File: config.mk
export PLATFORM = sky130hd
export DESIGN_NAME = pll_loop_nco
export DESIGN_NICKNAME = d
export VERILOG_FILES = /design/src/rtl/pll_loop_nco_pkg.sv /design/src/rtl/pll_loop_nco_nco.sv /design/src/rtl/pll_loop_nco.sv
export SDC_FILE = /design/constraint.sdc
export NUM_CORES = 1
export LEC_CHECK = 0
export CAP_MARGIN = 30
export CELL_PAD_IN_SITES_DETAIL_PLACEMENT = 0
export CELL_PAD_IN_SITES_GLOBAL_PLACEMENT = 2
export CORE_ASPECT_RATIO = 1.1
export CORE_UTILIZATION = 34
export CTS_CLUSTER_SIZE = 16
export DETAILED_ROUTE_END_ITERATION = 16
export GPL_ROUTABILITY_DRIVEN = 0
export PLACE_DENSITY = 0.8
export SLEW_MARGIN = 20
export SYNTH_ARGS = -nofsm -noshare
export SYNTH_HDL_FRONTEND = slang
export SYNTH_HIERARCHICAL = 1
export SYNTH_SLANG_ARGS = --single-unit
File: constraint.sdc
create_clock -name clock -period 3.05 [get_ports clock]
set_input_delay 0.7625 -clock clock [delete_from_list [all_inputs] [get_ports clock]]
set_output_delay 0.7625 -clock clock [all_outputs]
set_load 0.02 [all_outputs]
File: src/rtl/pll_loop_nco_pkg.sv
// Shared definitions for the PLL back end: state encoding, default widths,
// nominal FCW and the saturating adder shared with the phase detector.
package pll_pkg;

  localparam int unsigned PLL_ERR_W   = 12;
  localparam int unsigned PLL_PHASE_W = 24;
  localparam int unsigned PLL_INT_W   = 20;

  localparam logic [PLL_PHASE_W-1:0] PLL_FCW_NOM = 24'h100000;

  typedef enum logic [1:0] {
    IDLE    = 2'd0,
    ACQUIRE = 2'd1,
    LOCKED  = 2'd2
  } pll_state_t;

  // Signed add clamped to a w-bit two's complement range (w <= 32).
  function automatic logic signed [31:0] sat_add(
    input logic signed [31:0] a,
    input logic signed [31:0] b,
    input int unsigned        w
  );
    logic signed [32:0] sum;
    logic signed [32:0] hi;
    logic signed [32:0] lo;
    sum = {a[31], a} + {b[31], b};
    hi  = (33'sd1 <<< (w - 1)) - 33'sd1;
    lo  = -(33'sd1 <<< (w - 1));
    if (sum > hi) begin
      return hi[31:0];
    end else if (sum < lo) begin
      return lo[31:0];
    end
    return sum[31:0];
  endfunction

endpackage

File: src/rtl/pll_loop_nco_nco.sv
// Phase-accumulator NCO: advances by the FCW every clock and exposes the
// recovered clock, a carry-out wrap strobe and the truncated phase.
module pll_nco
  import pll_pkg::*;
#(
  parameter int unsigned PHASE_W = PLL_PHASE_W
) (
  input  logic               clock,
  input  logic               reset_n,
  input  logic [PHASE_W-1:0] fcw,
  output logic [11:0]        phase_out,
  output logic               nco_clk_out,
  output logic               nco_wrap
);

  logic [PHASE_W-1:0] phase_acc;
  logic [PHASE_W:0]   acc_sum;

  assign acc_sum = {1'b0, phase_acc} + {1'b0, fcw};

  always_ff @(posedge clock or negedge reset_n) begin
    if (!reset_n) begin
      phase_acc <= '0;
      nco_wrap  <= 1'b0;
    end else begin
      phase_acc <= acc_sum[PHASE_W-1:0];
      nco_wrap  <= acc_sum[PHASE_W];
    end
  end

  assign phase_out   = phase_acc[PHASE_W-1 -: 12];
  assign nco_clk_out = phase_acc[PHASE_W-1];

endmodule

File: src/rtl/pll_loop_nco.sv
// Digital PLL back end: PI loop filter producing the FCW, NCO, and a lock
// detector compiled in only when PLL_LOCK_DETECT_EN is defined.
module pll_loop_nco
  import pll_pkg::*;
#(
  parameter int unsigned        ERR_W       = PLL_ERR_W,
  parameter int unsigned        PHASE_W     = PLL_PHASE_W,
  parameter int unsigned        INT_W       = PLL_INT_W,
  parameter int unsigned        KP_SHIFT    = 2,
  parameter int unsigned        KI_SHIFT    = 8,
  parameter logic [PHASE_W-1:0] FCW_NOM     = PLL_FCW_NOM,
  parameter int unsigned        LOCK_THRESH = 32,
  parameter int unsigned        LOCK_COUNT  = 64
) (
  input  logic                    clock,
  input  logic                    reset_n,
  input  logic signed [ERR_W-1:0] err_in,
  input  logic                    err_valid,
  input  logic                    enable,
  output logic [PHASE_W-1:0]      fcw_out,
  output logic [11:0]             phase_out,
  output logic                    nco_clk_out,
  output logic                    nco_wrap,
  output logic                    integ_sat,
  output logic                    locked
);

  localparam logic signed [INT_W-1:0]   INT_MAX = {1'b0, {(INT_W-1){1'b1}}};
  localparam logic signed [INT_W-1:0]   INT_MIN = {1'b1, {(INT_W-1){1'b0}}};
  localparam logic signed [PHASE_W+1:0] NOM_EXT = {2'b00, FCW_NOM};
  localparam logic signed [PHASE_W+1:0] FCW_MAX = {3'b000, {(PHASE_W-1){1'b1}}};

  pll_state_t               state;
  logic signed [INT_W-1:0]  integ;
  logic signed [ERR_W-1:0]  prop;
  logic signed [INT_W-1:0]  integ_nxt;
  logic signed [PHASE_W+1:0] fcw_sum;
  logic [PHASE_W-1:0]       fcw_clamp;

  always_comb begin
    integ_nxt = INT_W'(sat_add(32'(integ), 32'(err_in), INT_W));
  end

  // Sum is two bits wider than the FCW so both negative and above-Nyquist
  // results are visible before the clamp.
  always_comb begin
    fcw_sum   = NOM_EXT + (PHASE_W+2)'(prop) + (PHASE_W+2)'(integ >>> KI_SHIFT);
    fcw_clamp = fcw_sum[PHASE_W-1:0];
    if (fcw_sum < 0) begin
      fcw_clamp = '0;
    end else if (fcw_sum > FCW_MAX) begin
      fcw_clamp = FCW_MAX[PHASE_W-1:0];
    end
  end

  assign integ_sat = (integ == INT_MAX) || (integ == INT_MIN);

`ifdef PLL_LOCK_DETECT_EN
  localparam int unsigned        CNT_W   = $clog2(LOCK_COUNT + 1);
  localparam logic [CNT_W-1:0]   CNT_MAX = CNT_W'(LOCK_COUNT);
  localparam logic [ERR_W:0]     THR_LO  = (ERR_W+1)'(LOCK_THRESH);
  localparam logic [ERR_W:0]     THR_HI  = (ERR_W+1)'(2 * LOCK_THRESH);

  logic signed [ERR_W:0] err_ext;
  logic [ERR_W:0]        err_abs;
  logic [CNT_W-1:0]      lock_cnt;
  logic [CNT_W-1:0]      lock_cnt_nxt;

  // One extra bit keeps |-2^(ERR_W-1)| representable.
  assign err_ext = {err_in[ERR_W-1], err_in};
  assign err_abs = err_in[ERR_W-1] ? (ERR_W+1)'(-err_ext) : (ERR_W+1)'(err_ext);

  always_comb begin
    lock_cnt_nxt = lock_cnt;
    if (err_abs > THR_LO) begin
      lock_cnt_nxt = '0;
    end else if (lock_cnt != CNT_MAX) begin
      lock_cnt_nxt = lock_cnt + CNT_W'(1);
    end
  end
`else
  assign locked = 1'b0;
`endif

  always_ff @(posedge clock or negedge reset_n) begin
    if (!reset_n) begin
      state   <= IDLE;
      integ   <= '0;
      prop    <= '0;
      fcw_out <= FCW_NOM;
`ifdef PLL_LOCK_DETECT_EN
      lock_cnt <= '0;
      locked   <= 1'b0;
`endif
    end else begin
      fcw_out <= fcw_clamp;
      if (!enable) begin
        state <= IDLE;
        integ <= '0;
        prop  <= '0;
`ifdef PLL_LOCK_DETECT_EN
        lock_cnt <= '0;
        locked   <= 1'b0;
`endif
      end else begin
        case (state)
          IDLE: begin
            state <= ACQUIRE;
            integ <= '0;
            prop  <= '0;
`ifdef PLL_LOCK_DETECT_EN
            lock_cnt <= '0;
`endif
          end
          default: begin
            if (err_valid) begin
              prop  <= err_in >>> KP_SHIFT;
              integ <= integ_nxt;
`ifdef PLL_LOCK_DETECT_EN
              lock_cnt <= lock_cnt_nxt;
              if (state == ACQUIRE && lock_cnt_nxt == CNT_MAX) begin
                state  <= LOCKED;
                locked <= 1'b1;
              end else if (state == LOCKED && err_abs > THR_HI) begin
                state  <= ACQUIRE;
                locked <= 1'b0;
              end
`endif
            end
          end
        endcase
      end
    end
  end

  pll_nco #(
    .PHASE_W(PHASE_W)
  ) u_nco (
    .clock      (clock),
    .reset_n    (reset_n),
    .fcw        (fcw_out),
    .phase_out  (phase_out),
    .nco_clk_out(nco_clk_out),
    .nco_wrap   (nco_wrap)
  );

endmodule

==> impl_metrics.env, run 1 <==
export IMPL_fillers=1695
export IMPL_grt_max_degree=50
export IMPL_start_util_pct=34.6
export IMPL_rows=50
export IMPL_worstMarginPinSlew_ns=0.645
export IMPL_p_leak_uw=0.00365
export IMPL_r2r_slack_ns=0.22
export IMPL_fin_skew_ns=0.00841
export IMPL_grt_use_total_pct=17.7
export IMPL_cts_tree="done"
export IMPL_ant_nets=0
export IMPL_post_drt_wl_per_cell_um=15.9
export IMPL_timing_rr_end="fcw_out[13]"
export IMPL_crit_family="buffers and inverters"
export IMPL_relSlewSlack_pct=57.0
export IMPL_synth_edff_count=0
export IMPL_arrival_ns=3.26
export IMPL_synth_area_mm2=0.00587
export IMPL_hold_viol_final=0
export IMPL_cts_hold_buf=0
export IMPL_cp_max_fo=5
export IMPL_reg2reg_depth=10
export IMPL_synthToLayoutAreaGrowth_pct=31.0
export IMPL_clk_pin_slew_ns=0.06
export IMPL_slowest_delay_ns=0.56
export IMPL_dpl_cell_count=945
export IMPL_cp_slowest_cell="or4b_4"
export IMPL_maxCapViolCount=0
export IMPL_max_clock_freq_mhz=332
export IMPL_avgViaCountPerCell=5.24
export IMPL_clock_latency_ns=0.33
export IMPL_drive_above_1_share_pct=21.6
export IMPL_nets=822
export IMPL_period_needed_ns=3.01
export IMPL_timing_rr_start="integ[9]"
export IMPL_min_period_over_period_pct=98.6
export IMPL_ys_warn_count=6
export IMPL_hold_path_class="input pin to async pin"
export IMPL_ys_seq_area_share_pct=33.7
export IMPL_cp_depth=10
export IMPL_startpoint_type="input pin"
export IMPL_core_area_mm2=0.0170
export IMPL_overflow=0
export IMPL_avgSynthCellArea_um2=9.58
export IMPL_cts_made_buffers=9
export IMPL_async_flop_share_pct=100
export IMPL_cpMostUsedCell="a21oi_4"
export IMPL_clock_path_buffers=2
export IMPL_finalMaxSlewViolations=0
export IMPL_firstDrtPassIters=5
export IMPL_fin_cells=971
export IMPL_crit_type="input pin to flip-flop"
export IMPL_die_h_um=140
export IMPL_antenna_found_initial=0
export IMPL_htreeDepth=3
export IMPL_setup_viol=0
export IMPL_route_vias_total=5091
export IMPL_yosysUniqueCellTypes=81
export IMPL_drc=0
export IMPL_synth_seq_cells=79
export IMPL_dpl_hpwl_um=12100
export IMPL_ioPinCount=56
export IMPL_end_kind="flip-flop"
export IMPL_synth_top_area_share_pct=33.2
export IMPL_portBuffers=53
export IMPL_yosysTopAreaCell="dfrtp_1"
export IMPL_dieArea_mm2=0.0178
export IMPL_insertedDiodeCount=0
export IMPL_ys_flop_type="dfrtp_1"
export IMPL_clock_sinks=79
export IMPL_outcome="complete, no violations"
export IMPL_path_buf_inv=3
export IMPL_peakVddDrop_mv=0.234
export IMPL_timing_hold_ws_ns=0.441
export IMPL_wl_um=15400
export IMPL_final_cell_mix="78 x dfrtp_1, 78 x buf_4, 61 x ha_1"
export IMPL_die_w_um=127
export IMPL_crit_chain="clkdlybuf4s50_1 > ha_2 > a21oi_4 > a21oi_4 > o21ai_2 > o211ai_1 > buf_4 > or4b_4 > buf_6 > a32oi_1"
export IMPL_critPathRequiredTime_ns=3.30
export IMPL_drtIter0Drc=233
export IMPL_crit_end="integ[5]"
export IMPL_syn_inst=613
export IMPL_grt_pass1_vias=5117
export IMPL_power_density_mw_per_mm2=556
export IMPL_worstSetupStartpoint="err_in[3]"
export IMPL_cts_root_buf="clkbuf_16"
export IMPL_grt_pass1_wl_um=25200
export IMPL_yosys_top_cells_area="dfrtp_1 33%, ha_1 15%, a21oi_1 5.1%"
-- layout make-up --
class / count / area, um^2 / share of cell area [%]
multi-input combinational: 487 / 3830 / 49.8
sequential: 79 / 1980 / 25.7
timing repair buffer: 136 / 1240 / 16.1
tap: 234 / 293 / 3.80
clock buffer: 11 / 233 / 3.02
inverter: 20 / 75.1 / 0.975
clock inverter: 4 / 47.5 / 0.618
-- worst min-delay path by stage --
stage	startpoint	to
6_report	reset_n	u_nco/phase_acc[1]
5_1_grt	u_nco/phase_acc[0]	u_nco/phase_acc[0]
4_1_cts	reset_n	u_nco/phase_acc[1]
3_5_place_dp	u_nco/phase_acc[0]	u_nco/phase_acc[0]
3_3_place_gp	u_nco/phase_acc[0]	u_nco/phase_acc[0]
2_1_floorplan	u_nco/phase_acc[0]	u_nco/phase_acc[0]
-- cell families (layout without fill, tap and decap cells) --
| family | Yosys count | count (layout) | synth area share, % |
|---|---|---|---|
| XOR/XNOR | 40 | 40 | 5.97 |
| other | 1 | 4 | 0.0639 |
| multiplexers | 4 | 4 | 0.916 |
| buffers and inverters | 50 | 171 | 4.75 |
| adder cells (fa/ha/maj) | 73 | 73 | 15.9 |
| flip-flops | 79 | 79 | 33.7 |
| AO/OA/AOI/OAI | 204 | 204 | 24.5 |
| AND/OR/NAND/NOR | 162 | 162 | 14.2 |
-- synth_stat cells, types with 9 or more instances --
cell type	n
a21o_1	14
a21oi_1	60
a22o_1	11
a32oi_1	9
buf_4	16
dfrtp_1	78
ha_1	70
inv_1	20
nand2_1	55
nand4_1	9
nor2_1	37
o21ai_0	29
xnor2_1	19
xor2_1	21
-- metal layers --
layer | vias up | share of wire [%] | global-route usage (%)
met5 | - | 0 | 0
li1 | 2519 | - | -
met1 | 2472 | 43 | 21.6
met3 | 13 | 2.8 | 2.35
met2 | 87 | 52 | 31.9
met4 | 0 | 1.4 | 5.76
-- metrics by stage --
step / setup WS [ns] / area, um^2 / utilization [%] / setup TNS, ns / power (uW)
finish: 0.0420 / 7700 / 45.4 / 0 / 4280
global placement: -0.399 / 7060 / 41.7 / -7.30 / 3170
CTS: 0.00375 / 7490 / 44.2 / 0 / 4290
global route: -0.0318 / 7700 / 45.4 / -0.217 / 4560
floorplan: 0.155 / 5880 / - / 0 / 2700
detailed placement: -0.522 / 7080 / 41.8 / -9.76 / 3210
-- where the power goes --
part | leakage, uW | internal (uW) | switching, uW | total (uW)
logic | 0.00249 | 841 | 1020 | 1860
registers | 0.00103 | 1260 | 119 | 1380
clock network | 0.000135 | 627 | 411 | 1040
total | 0.00365 | 2730 | 1550 | 4280
-- flip-flops by register name, summed over array words and instances, names as in the netlist --
| name | count |
|---|---|
| u_nco/phase_acc | 24 |
| u_nco/nco_wrap | 1 |
| integ | 20 |
| prop | 10 |
| fcw_out | 23 |
| state | 1 |
-- what timing repair did --
item	CTS	global route
resized for setup	14	36
pin swaps	4	15
setup buffers	3	6
gates cloned	1	1
hold endpoints to repair	0	0
setup endpoints to repair	20	23
Note: power is estimated with default switching activity, not from simulation.
==> run 2: changes to the inputs <==
--- a/config.mk
+++ b/config.mk
@@ -5,15 +5,17 @@
 export SDC_FILE = /design/constraint.sdc
 export NUM_CORES = 1
 export LEC_CHECK = 0
+export ABC_AREA = 1
 export CAP_MARGIN = 30
 export CELL_PAD_IN_SITES_DETAIL_PLACEMENT = 0
 export CELL_PAD_IN_SITES_GLOBAL_PLACEMENT = 2
 export CORE_ASPECT_RATIO = 1.1
-export CORE_UTILIZATION = 34
+export CORE_UTILIZATION = 30
 export CTS_CLUSTER_SIZE = 16
 export DETAILED_ROUTE_END_ITERATION = 16
 export GPL_ROUTABILITY_DRIVEN = 0
-export PLACE_DENSITY = 0.8
+export PLACE_DENSITY = 0.79
+export SKIP_LAST_GASP = 1
 export SLEW_MARGIN = 20
 export SYNTH_ARGS = -nofsm -noshare
 export SYNTH_HDL_FRONTEND = slang
==> impl_metrics.env, run 2 <==
export IMPL_end_kind="output pin"
export IMPL_grt_use_total_pct=18.3
export IMPL_wl_met1_um=8330
export IMPL_worstMarginPinSlew_ns=0.567
export IMPL_antenna_found_initial=0
export IMPL_insertedDiodeCount=0
export IMPL_top_regs="u_nco/phase_acc: 24 flops, fcw_out: 23 flops, integ: 20 flops"
export IMPL_clk_pin_slew_ns=0.06
export IMPL_finalMaxSlewViolations=0
export IMPL_fin_skew_ns=0.00633
export IMPL_min_period_over_period_pct=92.9
export IMPL_outcome="complete, no violations"
export IMPL_largest_register="u_nco/phase_acc"
export IMPL_timing_hold_ws_ns=0.408
export IMPL_hold_path_class="input pin to async pin"
export IMPL_rows=56
export IMPL_avgViaCountPerCell=4.49
export IMPL_yosysTopAreaCell="dfrtp_1"
export IMPL_ys_warn_count=6
export IMPL_cts_root_buf="clkbuf_16"
export IMPL_crit_type="flip-flop to output pin"
export IMPL_drtIter0Drc=249
export IMPL_finalPower_uw=4620
export IMPL_synth_edff_count=0
export IMPL_fillers=2346
export IMPL_largest_reg_flops=24
export IMPL_final_common_cell="nand2_1"
export IMPL_async_flop_share_pct=100
export IMPL_critPathRequiredTime_ns=2.29
export IMPL_yosysUniqueCellTypes=36
export IMPL_final_cell_mix="350 x nand2_1, 144 x inv_1, 76 x dfrtp_1"
export IMPL_grt_max_degree=43
export IMPL_cts_hold_buf=0
export IMPL_dr_max_layer_used="met4"
export IMPL_setup_viol=0
export IMPL_post_drt_wl_per_cell_um=14.2
export IMPL_dieArea_mm2=0.0227
export IMPL_post_cts_buffers=0
export IMPL_grt_pass1_vias=6262
export IMPL_power_density_mw_per_mm2=565
export IMPL_cts_made_buffers=9
export IMPL_clock_sinks=79
export IMPL_die_w_um=144
export IMPL_period_needed_ns=2.83
export IMPL_die_h_um=158
export IMPL_wl_um=19400
export IMPL_synth_seq_cells=79
export IMPL_clock_latency_ns=0.34
export IMPL_syn_inst=974
export IMPL_ys_seq_area_share_pct=29.8
export IMPL_synthToLayoutAreaGrowth_pct=23.4
export IMPL_relSlewSlack_pct=62.2
export IMPL_peakVddDrop_mv=0.220
export IMPL_routed_wl_met3_um=389
export IMPL_dpl_hpwl_um=16700
export IMPL_nets=1166
export IMPL_netlist_top_cells_count="350 x nand2_1, 144 x inv_1, 78 x dfrtp_1"
export IMPL_synth_area_mm2=0.00663
export IMPL_maxCapViolCount=0
export IMPL_firstDrtPassIters=5
export IMPL_multi_input_area_mm2=0.00396
export IMPL_synth_most_common_cell="nand2_1"
export IMPL_cts_resized=4
export IMPL_drc=0
export IMPL_ioPinCount=56
export IMPL_htreeDepth=3
export IMPL_portBuffers=53
export IMPL_max_clock_freq_mhz=353
export IMPL_p_leak_uw=0.00456
export IMPL_arrival_ns=2.07
export IMPL_startpoint_type="flip-flop"
export IMPL_grt_pass1_wl_um=31400
export IMPL_ant_nets=0
export IMPL_cp_max_fo=3
export IMPL_yosys_top_cells_area="dfrtp_1 29%, nand2_1 20%, ha_1 13%"
export IMPL_route_vias_total=6162
export IMPL_core_area_mm2=0.0215
export IMPL_avgSynthCellArea_um2=6.80
export IMPL_ys_flop_type="dfrtp_1"
export IMPL_synth_top_area_share_pct=29.5
export IMPL_start_util_pct=30.8
export IMPL_rsz0062_at_grt="false"
export IMPL_hold_viol_final=0
export IMPL_utilization_pct=38.0
export IMPL_clock_path_buffers=2
export IMPL_regArea_mm2=0.00198
export IMPL_overflow=0
export IMPL_finalSetupTns_ns=0
export IMPL_wl_met2_um=10200
export IMPL_drive_above_1_share_pct=10.4
export IMPL_r2r_slack_ns=0.41
export IMPL_cts_tree="done"
-- run 2: worst max-delay path: stages, from the launching register on --
cell and delay (ns):
dfrtp_1 0.40, inv_1 0.08, nor4_1 0.35, nand2_1 0.11, o41ai_2 0.27, buf_4 0.19, dlygate4sd2_1 0.33
-- run 2: power by group --
group	total, uW	leakage, uW	switching, uW	internal [uW]
registers	1390	0.00103	128	1260
clock network	1140	0.000149	460	685
logic	2090	0.00338	1260	827
-- run 2: layout make-up --
class	instances	share of cell area (%)
multi-input combinational	728	48.4
tap	290	4.43
clock inverter	5	0.765
clock buffer	11	3.09
sequential	79	24.2
timing repair buffer	112	12.3
inverter	147	6.74
-- run 2: final timing paths --
kind / endpoint / start / cells after the start
worst max register to register: fcw_out[13] / integ[9] / 14
worst max-delay path: integ_sat / integ[6] / 6
worst min register to register: u_nco/phase_acc[0] / u_nco/phase_acc[0] / 1
max in group asynchronous: fcw_out[20] / reset_n / 2
min in group clock: u_nco/phase_acc[0] / u_nco/phase_acc[0] / 1
worst min-delay path: u_nco/phase_acc[1] / reset_n / 1
-- run 2: metrics by stage --
step / area (um^2) / instances / setup WS (ns)
floorplan: 6640 / 977 / 0.476
global placement: 7860 / 1356 / -0.0650
detailed placement: 7860 / 1356 / -0.0710
CTS: 8180 / 1372 / 0.204
global route: 8180 / 1372 / 0.0724
finish: 8180 / 1372 / 0.215
-- run 2: cells by family (layout without fill, tap and decap cells) --
| group | Yosys count | in the layout | synth area share (%) |
|---|---|---|---|
| buffers and inverters | 170 | 275 | 10.7 |
| other | 1 | 4 | 0.0566 |
| adder cells (fa/ha/maj) | 73 | 73 | 14.1 |
| XOR/XNOR | 27 | 27 | 3.57 |
| flip-flops | 79 | 79 | 29.8 |
| AO/OA/AOI/OAI | 84 | 84 | 7.19 |
| AND/OR/NAND/NOR | 540 | 540 | 34.5 |
-- run 2: routing by layer --
layer | vias to the layer above | track usage (%)
met5 | - | 0
met4 | 0 | 7.09
met3 | 26 | 1.88
met2 | 79 | 34.9
met1 | 2776 | 20.8
li1 | 3281 | -
==> run 3: changes to the inputs <==
--- a/config.mk
+++ b/config.mk
@@ -9,7 +9,7 @@
 export CAP_MARGIN = 30
 export CELL_PAD_IN_SITES_DETAIL_PLACEMENT = 0
 export CELL_PAD_IN_SITES_GLOBAL_PLACEMENT = 2
-export CORE_ASPECT_RATIO = 1.1
+export CORE_ASPECT_RATIO = 0.7
 export CORE_UTILIZATION = 30
 export CTS_CLUSTER_SIZE = 16
 export DETAILED_ROUTE_END_ITERATION = 16
==> impl_metrics.env, run 3 (synthesized netlist as in run 2, its figures left out) <==
export IMPL_outcome="finished with violations"
export IMPL_violations="design-rule violations"
export IMPL_reg2reg_depth=17
export IMPL_grt_use_total_pct=19.4
export IMPL_pwr_share_seq_pct=30.0
export IMPL_finalPower_uw=4700
export IMPL_die_h_um=126
export IMPL_hold_viol_final=0
export IMPL_relSlewSlack_pct=64.2
export IMPL_avgViaCountPerCell=4.56
export IMPL_multi_input_area_mm2=0.00397
export IMPL_ant_nets=0
export IMPL_dpl_cell_count=1358
export IMPL_cts_made_buffers=9
export IMPL_overflow=0
export IMPL_antenna_found_initial=0
export IMPL_dpl_hpwl_um=17800
export IMPL_p_comb_share_pct=46.2
export IMPL_peakVddDrop_mv=0.326
export IMPL_p_leak_uw=0.00460
export IMPL_cts_root_buf="clkbuf_16"
export IMPL_arrival_ns=2.09
export IMPL_nets=1176
export IMPL_maxCapViolCount=0
export IMPL_dp_slack_ns=-0.134
export IMPL_portBuffers=53
export IMPL_cp_max_fo=4
export IMPL_finalMaxSlewViolations=0
export IMPL_route_vias_total=6261
export IMPL_startpoint_type="flip-flop"
export IMPL_cts_tree="done"
export IMPL_finalWorstSetupSlack_ns=0.194
export IMPL_die_w_um=180
export IMPL_timing_hold_ws_ns=0.397
export IMPL_insertedDiodeCount=0
export IMPL_firstDrtPassIters=11
export IMPL_p_sw_share_pct=41.2
export IMPL_timing_rr_end="fcw_out[11]"
export IMPL_period_needed_ns=2.86
export IMPL_critPathRequiredTime_ns=2.29
export IMPL_synthToLayoutAreaGrowth_pct=24.2
export IMPL_grt_max_degree=39
export IMPL_drtIter0Drc=440
export IMPL_largest_register="u_nco/phase_acc"
export IMPL_post_drt_wl_per_cell_um=15.5
export IMPL_regArea_mm2=0.00198
export IMPL_clk_pin_slew_ns=0.06
export IMPL_fin_skew_ns=0.0102
export IMPL_power_density_mw_per_mm2=571
export IMPL_rows=45
export IMPL_clock_latency_ns=0.34
export IMPL_ioPinCount=56
export IMPL_drc=4
export IMPL_clock_sinks=79
export IMPL_crit_end="integ_sat"
export IMPL_drive_above_1_share_pct=11.3
export IMPL_timing_rr_start="integ[9]"
export IMPL_grt_pass1_vias=5963
export IMPL_htreeDepth=3
export IMPL_crit_type="flip-flop to output pin"
export IMPL_setup_viol=0
export IMPL_fin_cells=1374
export IMPL_clock_path_buffers=2
export IMPL_final_cell_mix="350 x nand2_1, 144 x inv_1, 76 x dfrtp_1"
export IMPL_r2r_slack_ns=0.30
export IMPL_fillers=2314
export IMPL_switching_power_uw=1940
export IMPL_top_regs="u_nco/phase_acc: 24 flops, fcw_out: 23 flops, integ: 20 flops"
export IMPL_dieArea_mm2=0.0227
export IMPL_worstSetupStartpoint="integ[8]"
export IMPL_clockPowerShare_pct=23.9
export IMPL_grt_pass1_wl_um=33600
export IMPL_end_kind="output pin"
export IMPL_min_period_over_period_pct=93.6
export IMPL_finalSetupTns_ns=0
export IMPL_cts_hold_buf=0
export IMPL_rsz0062_at_grt="false"
export IMPL_largest_reg_flops=24
export IMPL_hold_path_class="input pin to async pin"
export IMPL_internal_power_uw=2760
export IMPL_core_area_mm2=0.0217
export IMPL_start_util_pct=30.6
export IMPL_wl_um=21200
export IMPL_max_clock_freq_mhz=350
export IMPL_final_common_cell="nand2_1"
export IMPL_worstMarginPinSlew_ns=0.538
[run 3: changes by cell type in the layout (fill, tap and decap cells not counted), sizes merged]
| cell | change |
|---|---|
| buf | +10 |
| clkinv | +2 |
| clkinvlp | -1 |
| inv | -1 |
[run 3: worst min-delay path by stage]
stage	from	to	slack [ns]	cells past startpoint
final	reset_n	u_nco/phase_acc[3]	0.40	1
after global routing	reset_n	u_nco/phase_acc[3]	0.42	1
after CTS	reset_n	u_nco/phase_acc[3]	0.41	1
after floorplan	u_nco/phase_acc[0]	u_nco/phase_acc[0]	0.44	1
after detailed placement	u_nco/phase_acc[0]	u_nco/phase_acc[0]	0.47	1
after global placement	u_nco/phase_acc[0]	u_nco/phase_acc[0]	0.45	1
[run 3: worst max-delay path, cell delays in order (launching register included)]
cell,delay (ns)
dfrtp_1,0.45
inv_1,0.10
nor4_2,0.28
nand2_1,0.17
o41ai_1,0.27
buf_4,0.17
dlygate4sd2_1,0.32
[run 3: power groups by stage]
stage / logic (uW) / clock network, uW / registers [uW]
after floorplan: 1460 / 0 / 1410
after global placement: 2150 / 0 / 1420
after detailed placement: 2150 / 0 / 1420
after CTS: 2160 / 1160 / 1410
after global routing: 2440 / 1190 / 1430
final: 2170 / 1120 / 1410
[run 3: layout make-up]
| cell class | count | area share, % |
|---|---|---|
| sequential | 79 | 24.1 |
| clock inverter | 5 | 0.684 |
| clock buffer | 11 | 2.95 |
| timing repair buffer | 122 | 13.1 |
| multi-input combinational | 728 | 48.2 |
| tap | 282 | 4.29 |
| inverter | 147 | 6.70 |
[run 3: repair_timing]
item / in CTS / in global routing
gates resized for setup: 3 / 2
endpoints found under the setup margin: 1 / 2
buffers inserted: 0 / 0
[run 3: layer usage]
metal,track usage [%],part of all wire [%],vias up
met5,0,0,-
met4,3.40,0.67,0
met3,4.36,5.7,10
met2,23.6,33,146
met1,32.9,60,2799
li1,-,-,3306
[run 3: stage by stage]
stage,area [um^2],utilization (%)
floorplan,6640,-
global placement,7920,36.5
detailed placement,7920,36.5
CTS,8220,37.9
global route,8230,38.0
finish,8230,38.0
